File: src/rtl/task_result_serializer.sv
// Buffers result pairs from the task compute block and streams them as bytes to a UART transmitter.
// The AB word goes before the DB word, most-significant byte first. The last byte of a frame is flagged.
module task_result_serializer #(
  parameter int DATA_WIDTH = 32,
  parameter int FIFO_DEPTH = 8,
  parameter int BYTE_WIDTH = 8
) (
  input  logic                          i_clk,
  input  logic                          i_rst,
  input  logic                          i_valid,
  input  logic                          i_last,
  input  logic [DATA_WIDTH-1:0]         i_data_AB,
  input  logic [DATA_WIDTH-1:0]         i_data_DB,
  output logic [BYTE_WIDTH-1:0]         o_tx_data,
  output logic                          o_tx_valid,
  input  logic                          i_tx_ready,
  output logic                          o_tx_last,
  output logic [$clog2(FIFO_DEPTH):0]   o_fifo_count,
  output logic                          o_overflow
);

  localparam int ENTRY_W   = 2*DATA_WIDTH + 1;
  localparam int PAIR_W    = 2*DATA_WIDTH;
  localparam int NUM_BYTES = PAIR_W / BYTE_WIDTH;
  localparam int IDX_W     = $clog2(NUM_BYTES);
  localparam int PTR_W     = $clog2(FIFO_DEPTH);
  localparam int CNT_W     = PTR_W + 1;
  localparam logic [IDX_W-1:0] IDX_LAST = IDX_W'(NUM_BYTES-1);
  localparam logic [CNT_W-1:0] CNT_FULL = CNT_W'(FIFO_DEPTH);

  typedef enum logic {IDLE, SEND} state_t;

  logic [ENTRY_W-1:0] mem [FIFO_DEPTH];
  logic [ENTRY_W-1:0] head;
  logic [PTR_W-1:0]   wr_ptr, rd_ptr;
  logic [CNT_W-1:0]   count;
  logic               overflow;
  logic               fifo_empty, fifo_full;
  logic               handshake, pop, push, drop;

  state_t             state;
  logic [PAIR_W-1:0]  shift_reg;
  logic               last_flag;
  logic [IDX_W-1:0]   idx;

  assign head       = mem[rd_ptr];
  assign fifo_empty = (count == '0);
  assign fifo_full  = (count == CNT_FULL);
  assign handshake  = (state == SEND) && i_tx_ready;
  // Pop either to start from IDLE or back-to-back on the final byte handshake.
  assign pop  = !fifo_empty && ((state == IDLE) || (handshake && idx == IDX_LAST));
  assign push = i_valid && (!fifo_full || pop);
  assign drop = i_valid && fifo_full && !pop;

  always_ff @(posedge i_clk) begin
    if (push) mem[wr_ptr] <= {i_last, i_data_AB, i_data_DB};
  end

  always_ff @(posedge i_clk or posedge i_rst) begin
    if (i_rst) begin
      wr_ptr   <= '0;
      rd_ptr   <= '0;
      count    <= '0;
      overflow <= 1'b0;
    end else begin
      if (push) wr_ptr <= wr_ptr + PTR_W'(1);
      if (pop)  rd_ptr <= rd_ptr + PTR_W'(1);
      if (push && !pop)      count <= count + CNT_W'(1);
      else if (pop && !push) count <= count - CNT_W'(1);
      if (drop) overflow <= 1'b1;
    end
  end

  always_ff @(posedge i_clk or posedge i_rst) begin
    if (i_rst) begin
      state     <= IDLE;
      shift_reg <= '0;
      last_flag <= 1'b0;
      idx       <= '0;
    end else begin
      case (state)
        IDLE: begin
          if (pop) begin
            shift_reg <= head[PAIR_W-1:0];
            last_flag <= head[ENTRY_W-1];
            idx       <= '0;
            state     <= SEND;
          end
        end
        SEND: begin
          if (handshake) begin
            if (idx != IDX_LAST) begin
              idx       <= idx + IDX_W'(1);
              shift_reg <= {shift_reg[PAIR_W-BYTE_WIDTH-1:0], {BYTE_WIDTH{1'b0}}};
            end else if (pop) begin
              shift_reg <= head[PAIR_W-1:0];
              last_flag <= head[ENTRY_W-1];
              idx       <= '0;
            end else begin
              // Clearing the register drives the data output to zero while idle.
              shift_reg <= '0;
              last_flag <= 1'b0;
              idx       <= '0;
              state     <= IDLE;
            end
          end
        end
        default: state <= IDLE;
      endcase
    end
  end

  assign o_tx_data    = shift_reg[PAIR_W-1 -: BYTE_WIDTH];
  assign o_tx_valid   = (state == SEND);
  assign o_tx_last    = (state == SEND) && (idx == IDX_LAST) && last_flag;
  assign o_fifo_count = count;
  assign o_overflow   = overflow;

endmodule

File: config.mk
export PLATFORM = sky130hd
export DESIGN_NAME = task_result_serializer
export DESIGN_NICKNAME = d
export VERILOG_FILES = /design/src/rtl/task_result_serializer.sv
export SDC_FILE = /design/constraint.sdc
export NUM_CORES = 1
export LEC_CHECK = 0
export BUFFER_PORTS_ARGS = -buffer_cell sky130_fd_sc_hd__buf_2
export CELL_PAD_IN_SITES_DETAIL_PLACEMENT = 1
export CELL_PAD_IN_SITES_GLOBAL_PLACEMENT = 1
export CORE_ASPECT_RATIO = 0.5
export CORE_UTILIZATION = 40
export CTS_BUF_LIST = sky130_fd_sc_hd__clkbuf_2 sky130_fd_sc_hd__clkbuf_4 sky130_fd_sc_hd__clkbuf_8
export CTS_CLUSTER_SIZE = 14
export DETAILED_ROUTE_END_ITERATION = 6
export GPL_TIMING_DRIVEN = 0
export PLACE_DENSITY_LB_ADDON = 0.1
export SLEW_MARGIN = 15
export SYNTH_ARGS = -nofsm -noshare
export SYNTH_HDL_FRONTEND = slang
export SYNTH_SLANG_ARGS = --single-unit
export TNS_END_PERCENT = 100
File: constraint.sdc
create_clock -name i_clk -period 10.5 [get_ports i_clk]
set_clock_uncertainty 0.05 [all_clocks]
set_input_delay 0.525 -clock i_clk [delete_from_list [all_inputs] [get_ports i_clk]]
set_output_delay 0.525 -clock i_clk [all_outputs]
set_load 0.01 [all_outputs]
==> impl_metrics.env, run 1 <==
export IMPL_status="finished, final reports clean"
export IMPL_area_growth_syn_to_layout_pct=17.0
export IMPL_setup_viol=0
export IMPL_hold_violations=0
export IMPL_arrival_ps=3980
export IMPL_place_gp_congestion=0.717
export IMPL_cap_violations=0
export IMPL_dr_first_iter_drc_count=900
export IMPL_utilization_pct=47.6
export IMPL_synth_most_common_cell="edfxtp_1"
export IMPL_overflow=0
export IMPL_routed_wl_mm=54.2
export IMPL_nFillCells=5116
export IMPL_dieHeight_um=170
export IMPL_synthCells=1070
export IMPL_drtAntennaViolNets=0
export IMPL_ios=84
export IMPL_clk_latency_ps=670
export IMPL_cts_tree="yes"
export IMPL_ys_async_sr_fraction_pct=13.3
export IMPL_min_to="o_overflow"
export IMPL_synth_area_leaders="edfxtp_1 69%, mux4_2 13%, dfrtp_1 8.8%"
export IMPL_synth_area_um2=22700
export IMPL_hold_path_class="in2reg"
export IMPL_syn_num_nets=1147
export IMPL_p_leak_nw=9.21
export IMPL_die_area_um2=57800
export IMPL_postCtsSetupBuffers=0
export IMPL_antenna_found_initial=2
export IMPL_timing_rr_start="idx[0]"
export IMPL_clkTransAtPathRegs_ps=70
export IMPL_drv_slew=0
export IMPL_avgRoutedWirePerCell_um=25.3
export IMPL_synth_edff_count=520
export IMPL_largest_reg_flops=520
export IMPL_synthTopCellsByCount="520 x edfxtp_1, 130 x mux4_2, 112 x a22oi_1, 80 x dfrtp_1, 80 x nand2_1"
export IMPL_seq_area_frac_synth_pct=77.6
export IMPL_grt_pass1_vias=12300
export IMPL_final_area_um2=26600
export IMPL_yosysTopAreaCell="edfxtp_1"
export IMPL_vias_per_cell=5.28
export IMPL_rsz0062_at_grt="no"
export IMPL_grt_pass1_wl_mm=80.4
export IMPL_finalCriticalPeriod_ps=3510
export IMPL_cts_max_level=3
export IMPL_synthFlopType="edfxtp_1"
export IMPL_setup_ws_ps=6990
export IMPL_finalPower_w=0.00687
export IMPL_clock_sinks=600
export IMPL_core_region_area_um2=55800
export IMPL_worst_slew_pin_slew_ps=927
export IMPL_yosysWarningCount=0
export IMPL_critPathKind="reg2reg"
export IMPL_dp_hpwl_mm=36.7
export IMPL_initial_core_util_pct=40.7
export IMPL_min_delay_start="i_valid"
export IMPL_critPathMaxFanout=10
export IMPL_die_w_um=339
export IMPL_rr_worst_depth=12
export IMPL_firstDrtPassIters=5
export IMPL_dp_slack_ps=7010
export IMPL_holdPathStages=3
export IMPL_cellPowerDensity_nw_per_um2=259
export IMPL_max_vdd_ir_drop_mv=0.102
export IMPL_start_kind="flop"
export IMPL_required_ps=10980
export IMPL_grtUsageTotal_pct=19.3
export IMPL_slew_headroom_pct=38.2
export IMPL_drc=0
export IMPL_drive_gt1_share_pct=34.8
export IMPL_avgSynthCellArea_um2=21.2
export IMPL_fin_crit_sh_pct=33.4
export IMPL_ys_types=39
export IMPL_layout_nets=1384
export IMPL_grt_max_degree=45
export IMPL_clockBufferDepth=3
export IMPL_rows=61
export IMPL_postPlaceCellArea_um2=24800
export IMPL_holdWs_ps=62.0
export IMPL_worstSetupEndpointType="flop"
export IMPL_r2r_end="o_fifo_count[3]"
export IMPL_numCtsBuffers=86
export IMPL_io_buffers=83
export IMPL_max_freq_ghz=0.285
export IMPL_root_buffer="clkbuf_8"
export IMPL_yosysTopAreaCellShare_pct=68.8
export IMPL_routed_via_count=11300
export IMPL_r2r_setup_slack_ps=6990
export IMPL_ys_ff_latch=600
[area by class of cell]
| type | count | area (um2) | area share [%] |
|---|---|---|---|
| timing repair buffer | 149 | 1100 | 4.14 |
| clock buffer | 119 | 1460 | 5.51 |
| clock inverter | 42 | 287 | 1.08 |
| buffer | 66 | 382 | 1.44 |
| tap | 756 | 946 | 3.56 |
| antenna | 2 | 5.00 | 0.0188 |
| sequential | 600 | 17600 | 66.3 |
| multi-input combinational | 399 | 4730 | 17.8 |
| inverter | 5 | 21.3 | 0.0801 |
[power breakdown]
part	leakage [nW]	total (W)	switching (W)	internal, W
logic	2.53	0.00176	0.000959	0.000803
registers	5.76	0.00322	0.000188	0.00304
clock network	0.918	0.00188	0.000896	0.000985
total	9.21	0.00687	0.00204	0.00482
[worst max-delay path by stage]
stage                start               to  cells past startpoint
finish              idx[0]  o_fifo_count[3]                     12
global route        idx[0]  o_fifo_count[3]                     12
CTS                 idx[0]  o_fifo_count[3]                     12
detailed placement  idx[0]  o_fifo_count[3]                     12
global placement    idx[0]       mem[0][21]                      6
floorplan           idx[0]        mem[0][0]                      6
[cell usage in the layout, fill, tap and decap left out, types with 22 or more instances in the layout]
master    netlist  layout
edfxtp_1      520     520
mux4_2        130     130
buf_2          23     112
a22oi_1       112     112
clkbuf_8        0      91
nand2_1        80      80
dfrtp_1        80      80
buf_4          16      49
clkbuf_4        0      28
buf_6           6      22
[per-layer routing]
layer  up-vias  share of wire (%)  track usage (%)
met1      6097                 47             27.4
met4         0                1.5             4.49
met3        69                3.8             3.73
met2       200                 47             30.8
li1       4929                  -                -
met5         -                  0                0
[through the flow]
stage | TNS (ps) | std cells
after floorplan | 0 | 1070
after global placement | -726290 | 1909
after detailed placement | 0 | 1974
after CTS | 0 | 2136
after global routing | 0 | 2137
final | 0 | 2138
[critical path: stages, from the launching register on]
cell and delay, ps:
dfrtp_1 410, ha_1 210, ha_1 230, a21boi_1 400
nor2_1 150, inv_1 150, buf_2 270, ha_1 270
inv_1 130, ha_1 290, a21o_2 230, a2111oi_0 420
o31ai_1 140
[what timing repair did]
item	4_1_cts	5_1_grt
endpoints found under the hold margin	36	0
resized for setup	0	0
hold buffers	1	0
[kinds of logic (layout without fill, tap and decap cells)]
family / count (synthesis) / in the layout / share of synthesized area [%]
other: 0 / 2 / 0
adder cells (fa/ha/maj): 8 / 8 / 0.474
multiplexers: 145 / 145 / 13.6
XOR/XNOR: 6 / 6 / 0.231
AO/OA/AOI/OAI: 134 / 134 / 4.25
AND/OR/NAND/NOR: 106 / 106 / 2.04
buffers and inverters: 71 / 381 / 1.76
flip-flops: 600 / 600 / 77.6
Power figures use the tool's default switching activity.
==> run 2: changes to the inputs <==
==> constraint.sdc (replaced) <==
create_clock -name i_clk -period 3.2 [get_ports i_clk]
set_clock_uncertainty 0.05 [all_clocks]
set_input_delay 0.16 -clock i_clk [delete_from_list [all_inputs] [get_ports i_clk]]
set_output_delay 0.16 -clock i_clk [all_outputs]
set_load 0.01 [all_outputs]
==> run 2 against run 1 <==
Net effect:
- final area is 3.9% higher
- power rose to 3.4 times the previous value
- first-iteration DRC count up 0.56%
- register-to-register slack got worse by 6800 ps
- flip-flop and latch count unchanged
- sequential share of layout area down 2.5 points
==> impl_metrics.env, run 2 (same netlist as run 1, synthesis figures left out) <==
export IMPL_routed_via_count=11600
export IMPL_vias_per_cell=5.30
export IMPL_drive_gt1_share_pct=33.8
export IMPL_timing_rr_start="idx[0]"
export IMPL_clock_sinks=600
export IMPL_clockBufferDepth=3
export IMPL_firstDrtPassIters=4
export IMPL_power_switching_w=0.00684
export IMPL_setup_ws_ps=219
export IMPL_layout_nets=1434
export IMPL_holdWs_ps=143
export IMPL_die_w_um=339
export IMPL_r2r_end="o_fifo_count[3]"
export IMPL_path_buf_inv=2
export IMPL_dr_max_layer_used="met4"
export IMPL_worstSetupEndpointType="flop"
export IMPL_clk_latency_ps=650
export IMPL_dpl_cell_count=1954
export IMPL_dr_first_iter_drc_count=905
export IMPL_grt_pass1_vias=12700
export IMPL_largest_reg_flops=520
export IMPL_slew_headroom_pct=30.5
export IMPL_avgRoutedWirePerCell_um=25.3
export IMPL_cp_top_family="compound AO/OA/AOI/OAI gates"
export IMPL_crit_path_top_delay_cell="dfrtp_1"
export IMPL_rsz0062_at_grt="no"
export IMPL_dp_slack_ps=-26.3
export IMPL_root_buffer="clkbuf_8"
export IMPL_required_ps=3670
export IMPL_critPathKind="reg2reg"
export IMPL_numCtsBuffers=86
export IMPL_wl_met1_mm=25.7
export IMPL_io_buffers=83
export IMPL_area_growth_syn_to_layout_pct=21.5
export IMPL_core_region_area_um2=55800
export IMPL_cap_violations=0
export IMPL_p_sw_share_pct=29.6
export IMPL_clkTransAtPathRegs_ps=70
export IMPL_grt_pass1_wl_mm=82.6
export IMPL_rows=61
export IMPL_r2r_setup_slack_ps=220
export IMPL_start_kind="flop"
export IMPL_rr_worst_depth=12
export IMPL_drc=0
export IMPL_layout_commonest_cell="edfxtp_1"
export IMPL_cp_cell_sequence="ha_2 > ha_4 > a21boi_4 > nand3_2 > nand2_4 > inv_2 > ha_1 > inv_2 > ha_1 > a21o_2 > a2111oi_0 > o31ai_1"
export IMPL_place_gp_congestion=0.750
export IMPL_max_vdd_ir_drop_mv=0.269
export IMPL_max_stage_delay_ps=420
export IMPL_antenna_found_initial=1
export IMPL_dr_wl_met2_mm=26.4
export IMPL_drtAntennaViolNets=0
export IMPL_final_area_um2=27600
export IMPL_p_leak_nw=9.56
export IMPL_cellPowerDensity_nw_per_um2=838
export IMPL_grtUsageTotal_pct=19.7
export IMPL_seq_area_um2=17600
export IMPL_multi_input_area_um2=4810
export IMPL_die_area_um2=57800
export IMPL_grt_max_degree=43
export IMPL_initial_core_util_pct=40.7
export IMPL_hold_path_class="in2async"
export IMPL_overflow=0
export IMPL_finalCriticalPeriod_ps=2980
export IMPL_layout_common_cells="520 x edfxtp_1, 130 x mux4_2, 112 x a22oi_1, 105 x buf_2, 103 x clkbuf_8"
export IMPL_routed_wl_mm=55.3
export IMPL_status="finished, final reports clean"
export IMPL_postPlaceCellArea_um2=25000
export IMPL_fin_cells=2186
export IMPL_max_freq_ghz=0.335
export IMPL_cts_max_level=3
export IMPL_drv_slew=0
export IMPL_ios=84
export IMPL_pwr_share_comb_pct=26.2
export IMPL_setup_viol=0
export IMPL_arrival_ps=3450
export IMPL_setup_worst_path_start="idx[0]"
export IMPL_worst_slew_pin_slew_ps=1040
export IMPL_hold_violations=0
export IMPL_nFillCells=5070
export IMPL_finalPower_w=0.0231
export IMPL_p_seq_share_pct=46.0
export IMPL_fin_crit_sh_pct=93.2
export IMPL_internal_power_w=0.0163
export IMPL_met3_length_mm=2.16
export IMPL_dp_hpwl_mm=36.0
export IMPL_clockPowerShare_pct=27.8
export IMPL_cts_tree="yes"
export IMPL_critPathMaxFanout=6
export IMPL_dieHeight_um=170
[run 2: what timing repair did]
action / in CTS / in global routing
setup endpoints to repair: 1 / 19
hold buffers: 69 / 0
gates resized for setup: 0 / 5
gates cloned: 0 / 0
pin swaps: 1 / 1
hold endpoints to repair: 620 / 0
setup buffers: 1 / 1
[run 2: routing by layer]
layer  vias up  GRT usage (%)
li1       5016              -
met1      6242           27.9
met2       233           31.5
met3        87           3.80
met4         0           5.10
met5         -              0
[run 2: stage by stage]
| stage | setup TNS, ps | utilization [%] |
|---|---|---|
| after floorplan | -29280 | - |
| after global placement | -875580 | 43.4 |
| after detailed placement | -26.3 | 44.8 |
| after CTS | 0 | 49.4 |
| after global routing | 0 | 49.4 |
| final | 0 | 49.4 |
[run 2: power groups by stage]
stage	clock network (W)	logic [W]	registers [W]
floorplan	0	0.00389	0.0105
finish	0.00642	0.00606	0.0106
CTS	0.00660	0.00621	0.0106
global route	0.00687	0.00658	0.0107
detailed placement	0	0.00611	0.0108
global placement	0	0.00552	0.0108
[run 2: area by class of cell]
type | count | share of cell area (%)
plain buffers | 66 | 1.41
diodes | 2 | 0.0181
clock buffers | 137 | 6.07
well taps | 756 | 3.43
multi-input cells | 399 | 17.4
flip-flops and latches | 600 | 63.9
clock inverters | 22 | 0.603
inverters | 5 | 0.0771
repair buffers | 199 | 7.08
[run 2: how the worst max path moves through the flow]
stage	end	slack, ps	depth (start not counted)
after global routing	o_fifo_count[3]	70	13
after detailed placement	o_fifo_count[3]	-30	11
after global placement	mem[0][51]	-2910	6
final	o_fifo_count[3]	220	12
after floorplan	mem[0][0]	-380	6
after CTS	o_fifo_count[3]	20	13
[run 2: worst register-to-register path, cell delays in order, from the launching register on]
cell and delay (ps):
dfrtp_1 420, ha_2 210, ha_4 180, a21boi_4 220, nand3_2 140, nand2_4 180
inv_2 100, ha_1 250, inv_2 120, ha_1 230, a21o_2 230, a2111oi_0 400
o31ai_1 130
